===== src/rtl/lfsr_range_gen.sv =====
// lfsr_range_gen: parametrised Fibonacci LFSR with runtime seeding, zero-lockup
// recovery, and a request/valid front end that returns a value in [0, limit-1]
// by bounded rejection sampling. A request that exhausts MAX_TRIES candidates
// returns 0 with rnd_fallback set, so game logic never stalls indefinitely.
module lfsr_range_gen #(
  parameter int unsigned       WIDTH     = 8,
  parameter logic [WIDTH-1:0]  TAPS      = 8'hB8,
  parameter logic [WIDTH-1:0]  SEED      = 8'h01,
  parameter int unsigned       OUT_W     = 4,
  parameter int unsigned       MAX_TRIES = 8
) (
  input  logic             clk,
  input  logic             rst_n,
  input  logic             enable,
  input  logic             seed_load,
  input  logic [WIDTH-1:0] seed_in,
  input  logic             req,
  input  logic [OUT_W-1:0] limit,
  output logic             busy,
  output logic             rnd_valid,
  output logic [OUT_W-1:0] rnd_out,
  output logic             rnd_fallback,
  output logic [WIDTH-1:0] state_out
);

  // Counter must hold MAX_TRIES itself, since it increments on the last reject.
  localparam int unsigned CNT_W = $clog2(MAX_TRIES + 1);

  typedef enum logic {
    IDLE = 1'b0,
    GEN  = 1'b1
  } fsm_e;

  fsm_e             fsm_q, fsm_d;
  logic [WIDTH-1:0] state_q, state_d;
  logic [CNT_W-1:0] try_cnt_q, try_cnt_d;
  logic [OUT_W-1:0] limit_q, limit_d;
  logic             rnd_valid_q, rnd_valid_d;
  logic [OUT_W-1:0] rnd_out_q, rnd_out_d;
  logic             rnd_fallback_q, rnd_fallback_d;

  logic             step_en;
  logic             feedback;
  logic [OUT_W-1:0] cand;
  logic             accept;
  logic             last_try;

  assign step_en  = (fsm_q == GEN) || ((fsm_q == IDLE) && enable);
  assign feedback = ^(state_q & TAPS);
  // Candidate is the low bits of the pre-step register value.
  assign cand     = state_q[OUT_W-1:0];
  assign accept   = (limit_q == '0) || (cand < limit_q);
  assign last_try = (try_cnt_q == CNT_W'(MAX_TRIES - 1));

  // LFSR next state: seed load first, then lockup recovery, then stepping.
  always_comb begin
    // NOTE: every combinational output gets a default first so no path leaves
    // it unassigned; an unassigned path would infer a latch.
    state_d = state_q;
    if (seed_load) begin
      // A zero seed would lock the register up, so substitute the safe seed.
      state_d = (seed_in != '0) ? seed_in : SEED;
    end else if (state_q == '0) begin
      // All-zero is a fixed point of XOR feedback; never let it persist.
      state_d = SEED;
    end else if (step_en) begin
      state_d = {state_q[WIDTH-2:0], feedback};
    end
  end

  // Request FSM: latch the bound in IDLE, test one candidate per GEN cycle.
  always_comb begin
    fsm_d          = fsm_q;
    try_cnt_d      = try_cnt_q;
    limit_d        = limit_q;
    rnd_valid_d    = 1'b0;
    rnd_out_d      = rnd_out_q;
    rnd_fallback_d = 1'b0;

    unique case (fsm_q)
      IDLE: begin
        if (req) begin
          fsm_d     = GEN;
          limit_d   = limit;
          try_cnt_d = '0;
        end
      end
      GEN: begin
        if (accept) begin
          rnd_out_d   = cand;
          rnd_valid_d = 1'b1;
          fsm_d       = IDLE;
        end else begin
          try_cnt_d = try_cnt_q + CNT_W'(1);
          if (last_try) begin
            rnd_out_d      = '0;
            rnd_valid_d    = 1'b1;
            rnd_fallback_d = 1'b1;
            fsm_d          = IDLE;
          end
        end
      end
      default: fsm_d = IDLE;
    endcase
  end

  // State registers with synchronous active-low reset.
  always_ff @(posedge clk) begin
    // NOTE: sequential state uses non-blocking assignments so every flop
    // samples the pre-edge values of the others, independent of ordering.
    if (!rst_n) begin
      fsm_q          <= IDLE;
      state_q        <= SEED;
      try_cnt_q      <= '0;
      limit_q        <= '0;
      rnd_valid_q    <= 1'b0;
      rnd_out_q      <= '0;
      rnd_fallback_q <= 1'b0;
    end else begin
      fsm_q          <= fsm_d;
      state_q        <= state_d;
      try_cnt_q      <= try_cnt_d;
      limit_q        <= limit_d;
      rnd_valid_q    <= rnd_valid_d;
      rnd_out_q      <= rnd_out_d;
      rnd_fallback_q <= rnd_fallback_d;
    end
  end

  assign busy         = (fsm_q == GEN);
  assign rnd_valid    = rnd_valid_q;
  assign rnd_out      = rnd_out_q;
  assign rnd_fallback = rnd_fallback_q;
  assign state_out    = state_q;

endmodule


===== config.mk =====
export PLATFORM = sky130hd
export DESIGN_NAME = lfsr_range_gen
export DESIGN_NICKNAME = d
export VERILOG_FILES = /design/src/rtl/lfsr_range_gen.sv
export SDC_FILE = /design/constraint.sdc
export NUM_CORES = 1
export LEC_CHECK = 0
export BUFFER_PORTS_ARGS = -buffer_cell sky130_fd_sc_hd__buf_4
export CAP_MARGIN = 20
export CORE_AREA = 2 2 55 57
export CTS_BUF_LIST = sky130_fd_sc_hd__clkbuf_8
export DETAILED_ROUTE_END_ITERATION = 8
export DIE_AREA = 0 0 57 59
export PLACE_DENSITY = 0.68
export SLEW_MARGIN = 10
export SYNTH_ARGS = -nofsm -noshare
export SYNTH_HDL_FRONTEND = slang
export SYNTH_SLANG_ARGS = --single-unit

===== constraint.sdc =====
create_clock -name clk -period 1.94 [get_ports clk]
set_clock_uncertainty 0.15 [all_clocks]
set_input_delay 0.097 -clock clk [delete_from_list [all_inputs] [get_ports clk]]
set_output_delay 0.097 -clock clk [all_outputs]
set_load 0.03 [all_outputs]

== Word level (Yosys, flattened, before mapping) ==
Cells that the tools add are included.
Word-level totals
  bits of input ports: 17
  bits in registers: 23
  logic and storage cells: 43
  output and inout port bits: 15
Cells by class
  reductions and logical operators: 14
  magnitude comparators: 1
  bitwise gates (word level): 2
  equality and inequality tests: 3
  add/sub/neg operators: 1
  muxes and demuxes: 15
Operators by type and width (number)
  8-bit two-way mux: 4
  4-bit two-way mux: 4
  8-bit logical NOT: 1
  4-bit case mux with 2 select lines: 1
  2-bit AND reduction: 4
  8-bit nonzero test: 1
  8-bit XOR reduction: 1
  1-bit two-way mux: 5
  4-bit by 1-bit adder with 4-bit output, second input constant: 1
  4-bit by 3-bit == test with 1-bit output, second input constant: 1
  4-bit logical NOT: 1
  4-bit less-than comparator: 1
  2-bit inequality test, second input constant: 2
  3-bit nonzero test: 1
  3-bit OR reduction: 1
  1-bit logical OR: 2
  1-bit NOT: 2
  1-bit case mux with 2 select lines: 1
  2-bit nonzero test: 1
  1-bit logical AND: 1

== Longest topological paths before layout ==
  depth in word-level cells: 6
  depth in mapped cells: 7
  gate-level depth less buffers: 6

== Worst setup path before layout ==
No wires, ideal clock.
  path type: register to register
  start: register state_q[4], in the netlist state_out[4]
  end: register state_q[4], in the netlist state_out[4]
  required time: 1.710 ns
  clock period less this slack: 1.962 ns
  cell stages (with the launch flop): 8
  setup time: 0.080 ns
  arrival time: 1.732 ns
  path slack: -0.022 ns
  path buffers: 1
  cell sequence: dfxtp_1 -> inv_1 -> ha_1 -> or4b_4 -> o211ai_4 -> buf_6 -> nor2_1 -> a211oi_2
On the way
  cells in the longest elaborated chain, start to end: 3
  elaborated cells on any way between the ends: 4
  classes of those cells: 2 x mux; 2 x reduce/logical
RTL lines
  start, declared: RTL line 35  | logic [WIDTH-1:0] state_q, state_d;
  start signal, assigned: RTL line 121  | state_q <= state_d;
  8-bit logical NOT *: RTL line 63  | end else if (state_q == '0) begin
  8-bit two-way mux: RTL line 63
  8-bit two-way mux: RTL line 60  | if (seed_load) begin
Every way passes the cells marked *; elsewhere a longest branch is shown, timed or not.
A chain may end at the register's enable or synchronous reset.

== Final worst setup path ==
  start: register state_q[5], in the netlist state_out[5]
  end: register state_q[5], in the netlist state_out[5]
Same word-level chain as after synthesis.

==> reports/qor.csv <==
metric,value,unit
status,finished clean,
number of flops mapped to enable cells by yosys,0,
largest area contributor in the netlist,dfxtp_1,
syn nets,158,
Final setup viols,0,
vias in the first global route,1121,
# fillers,240,
Post-DP Area,1510,um^2
Final WS setup,60.6,ps
Critical Path End Type,flop,
Synth warnings,0,
worst-path maximum fanout,9,
dominant cell by count in the synthesized netlist,dfxtp_1,
Slew @ Worst Pin,433,ps
largest net degree at the start of global routing,15,
Post-Place Worst Slack,-0.170,ps
kind of critical path,flop to flop,
drt total wl,3.17,mm
unrepaired setup endpoints after global routing,yes,
Residual DRC,0,
switching part of the total,0.337,
leakage power,0.000703,uW
Via Count,1189,
Root Driver,clkbuf_8,
row count,19,
WL/cell,15.0,um
commonest cells in the netlist,"23 x dfxtp_1, 13 x nor2_1, 9 x inv_1, 9 x mux2i_1, 9 x nand2_1",
Most used DFF post-synth,dfxtp_1,
die area,3360,um^2
sequential area share after synthesis,0.381,
first-pass GRT wire length,5.20,mm
net load switching power,413,uW
Post-DP HPWL,2.34,mm
GP Congestion,0.775,
Slew headroom,0.711,
GRT Residual Overflow,0,
Cell variety after synth,38,
post-synthesis async set-or-reset flop share,0,
register share of total power,0.445,
antenna fix cells,0,
Synth area leaders,"dfxtp_1 38%, mux2i_1 7.5%, ha_1 5.2%, nor2_1 4.0%, a211oi_1 3.7%",
Die H,59,um
Tcrit/Tclk final,0.969,
peak supply drop,0.580,mV
Critical Path AT,1910,ps
Comb power frac,0.301,
power per cell area,745,nW/um^2
Initial DRC Count,18,
fin area,1640,um^2
IO Pins,32,
H-tree depth,1,
Final Hold Viols,0,
Hold/Removal Path Class,primary input to flop,
Die Width,57,um
Starting Density,0.446,
DR vias/cell,5.64,
Post-DRT Antenna Nets,0,
Sum Neg Setup Slack,0,ps
clock buffer depth,2,
Worst-path clk slew,90,ps
initial antenna violation count,0,
clock share of power,0.255,
Synth Instances,136,
Fmax,532,MHz
CP required,1980,ps
CP startpoint kind,flop,
Int Pwr,812,uW
TritonCTS clock tree,yes,
post-synth top area share,0.381,
post-synthesis instance area,1210,um^2
core area,2710,um^2
max-slew violations,0,
MaxCap Viol Count,0,
drt pass-1 iters,4,
CTS Buf Count,3,
All-Layer GR Usage,0.205,
crit path time final,1880,ps
P&R area growth vs syn,36.0,%
port bufs,31,
CTS sink count,23,
syn avg cell area,8.89,um^2
# nets final,203,
#FFs+latches synth,23,
Worst-Skew Late Latency,270,ps
layout cells sized above 1,0.317,
-- repair_timing --
item	4_1_cts	5_1_grt
setup buffers	0	1
gates resized for setup	1	7
pin swaps	0	1
hold buffers	6	0
hold endpoints to repair	8	0
endpoints found under the setup margin	2	15
-- worst paths after layout --
kind                     start           end  slack (ps)  cells past startpoint
hold / removal      seed_in[6]  state_out[6]          30                      3
setup reg to reg  state_out[5]  state_out[5]          60                      7
setup / recovery  state_out[5]  state_out[5]          60                      7
hold reg to reg     rnd_out[1]    rnd_out[1]         360                      2
-- stage by stage --
stage | instances | hold slack (ps) | total power [uW] | utilization
after floorplan | 136 | 64.5 | 769 | -
after global placement | 200 | 177 | 893 | 0.557
after detailed placement | 200 | 186 | 899 | 0.557
after CTS | 210 | 35.7 | 1210 | 0.597
after global routing | 211 | 38.6 | 1280 | 0.607
final | 211 | 27.9 | 1230 | 0.607
-- cell usage in the layout (no fill, tap or decap), types with 4 or more instances in the layout --
master         synthesis  layout
buf_4                  0      38
nor2_1                13      11
ha_1                   5       5
inv_1                  9       7
mux2i_1                9       9
nand2_1                9       9
a211oi_1               6       6
o211ai_1               4       4
o21a_1                 5       5
dfxtp_1               23      21
nand4_1                5       5
dlygate4sd3_1          0       6
a31oi_1                6       6
-- metal layers --
metal,track usage,wire (um)
met1,0.248,1430
met2,0.338,1470
met3,0.0480,195
met4,0.110,72
met5,0,0
-- power by group through the flow --
stage / sequential [uW] / combinational [uW] / clock [uW]
2_1_floorplan: 596 / 173 / 0
3_3_place_gp: 555 / 338 / 0
3_5_place_dp: 555 / 344 / 0
4_1_cts: 545 / 357 / 310
5_1_grt: 551 / 400 / 335
6_report: 545 / 368 / 312
-- flip-flops by register name, summed over array words and instances, names as in the netlist --
name / count
busy: 1
limit_q: 4
rnd_fallback: 1
rnd_out: 4
rnd_valid: 1
state_out: 8
try_cnt_q: 4
-- area by class of cell --
class                   count  area, um^2  area share
flip-flops and latches     23         463       0.282
clock buffers               3        41.3      0.0251
repair buffers             45         357       0.217
well taps                  31        38.8      0.0236
clock inverters             1        5.00     0.00304
multi-input cells          98         702       0.427
inverters                  10        37.5      0.0228
-- logic make-up after synthesis --
kind of cell    count (synthesis)  synth area share
compound gates                 38             0.237
fa+ha+maj                       5            0.0518
simple gates                   44             0.188
mux                             9            0.0745
flops                          23             0.381
xor+xnor                        2            0.0145
buf+inv                        15            0.0528
-- worst max-delay path, stage by stage (launching register included) --
cell	delay (ps)
dfxtp_2	350
inv_2	50
ha_1	120
or4b_4	490
o211ai_4	220
buf_6	170
nor2_1	50
a211oi_2	190
Power figures use the tool's default switching activity.
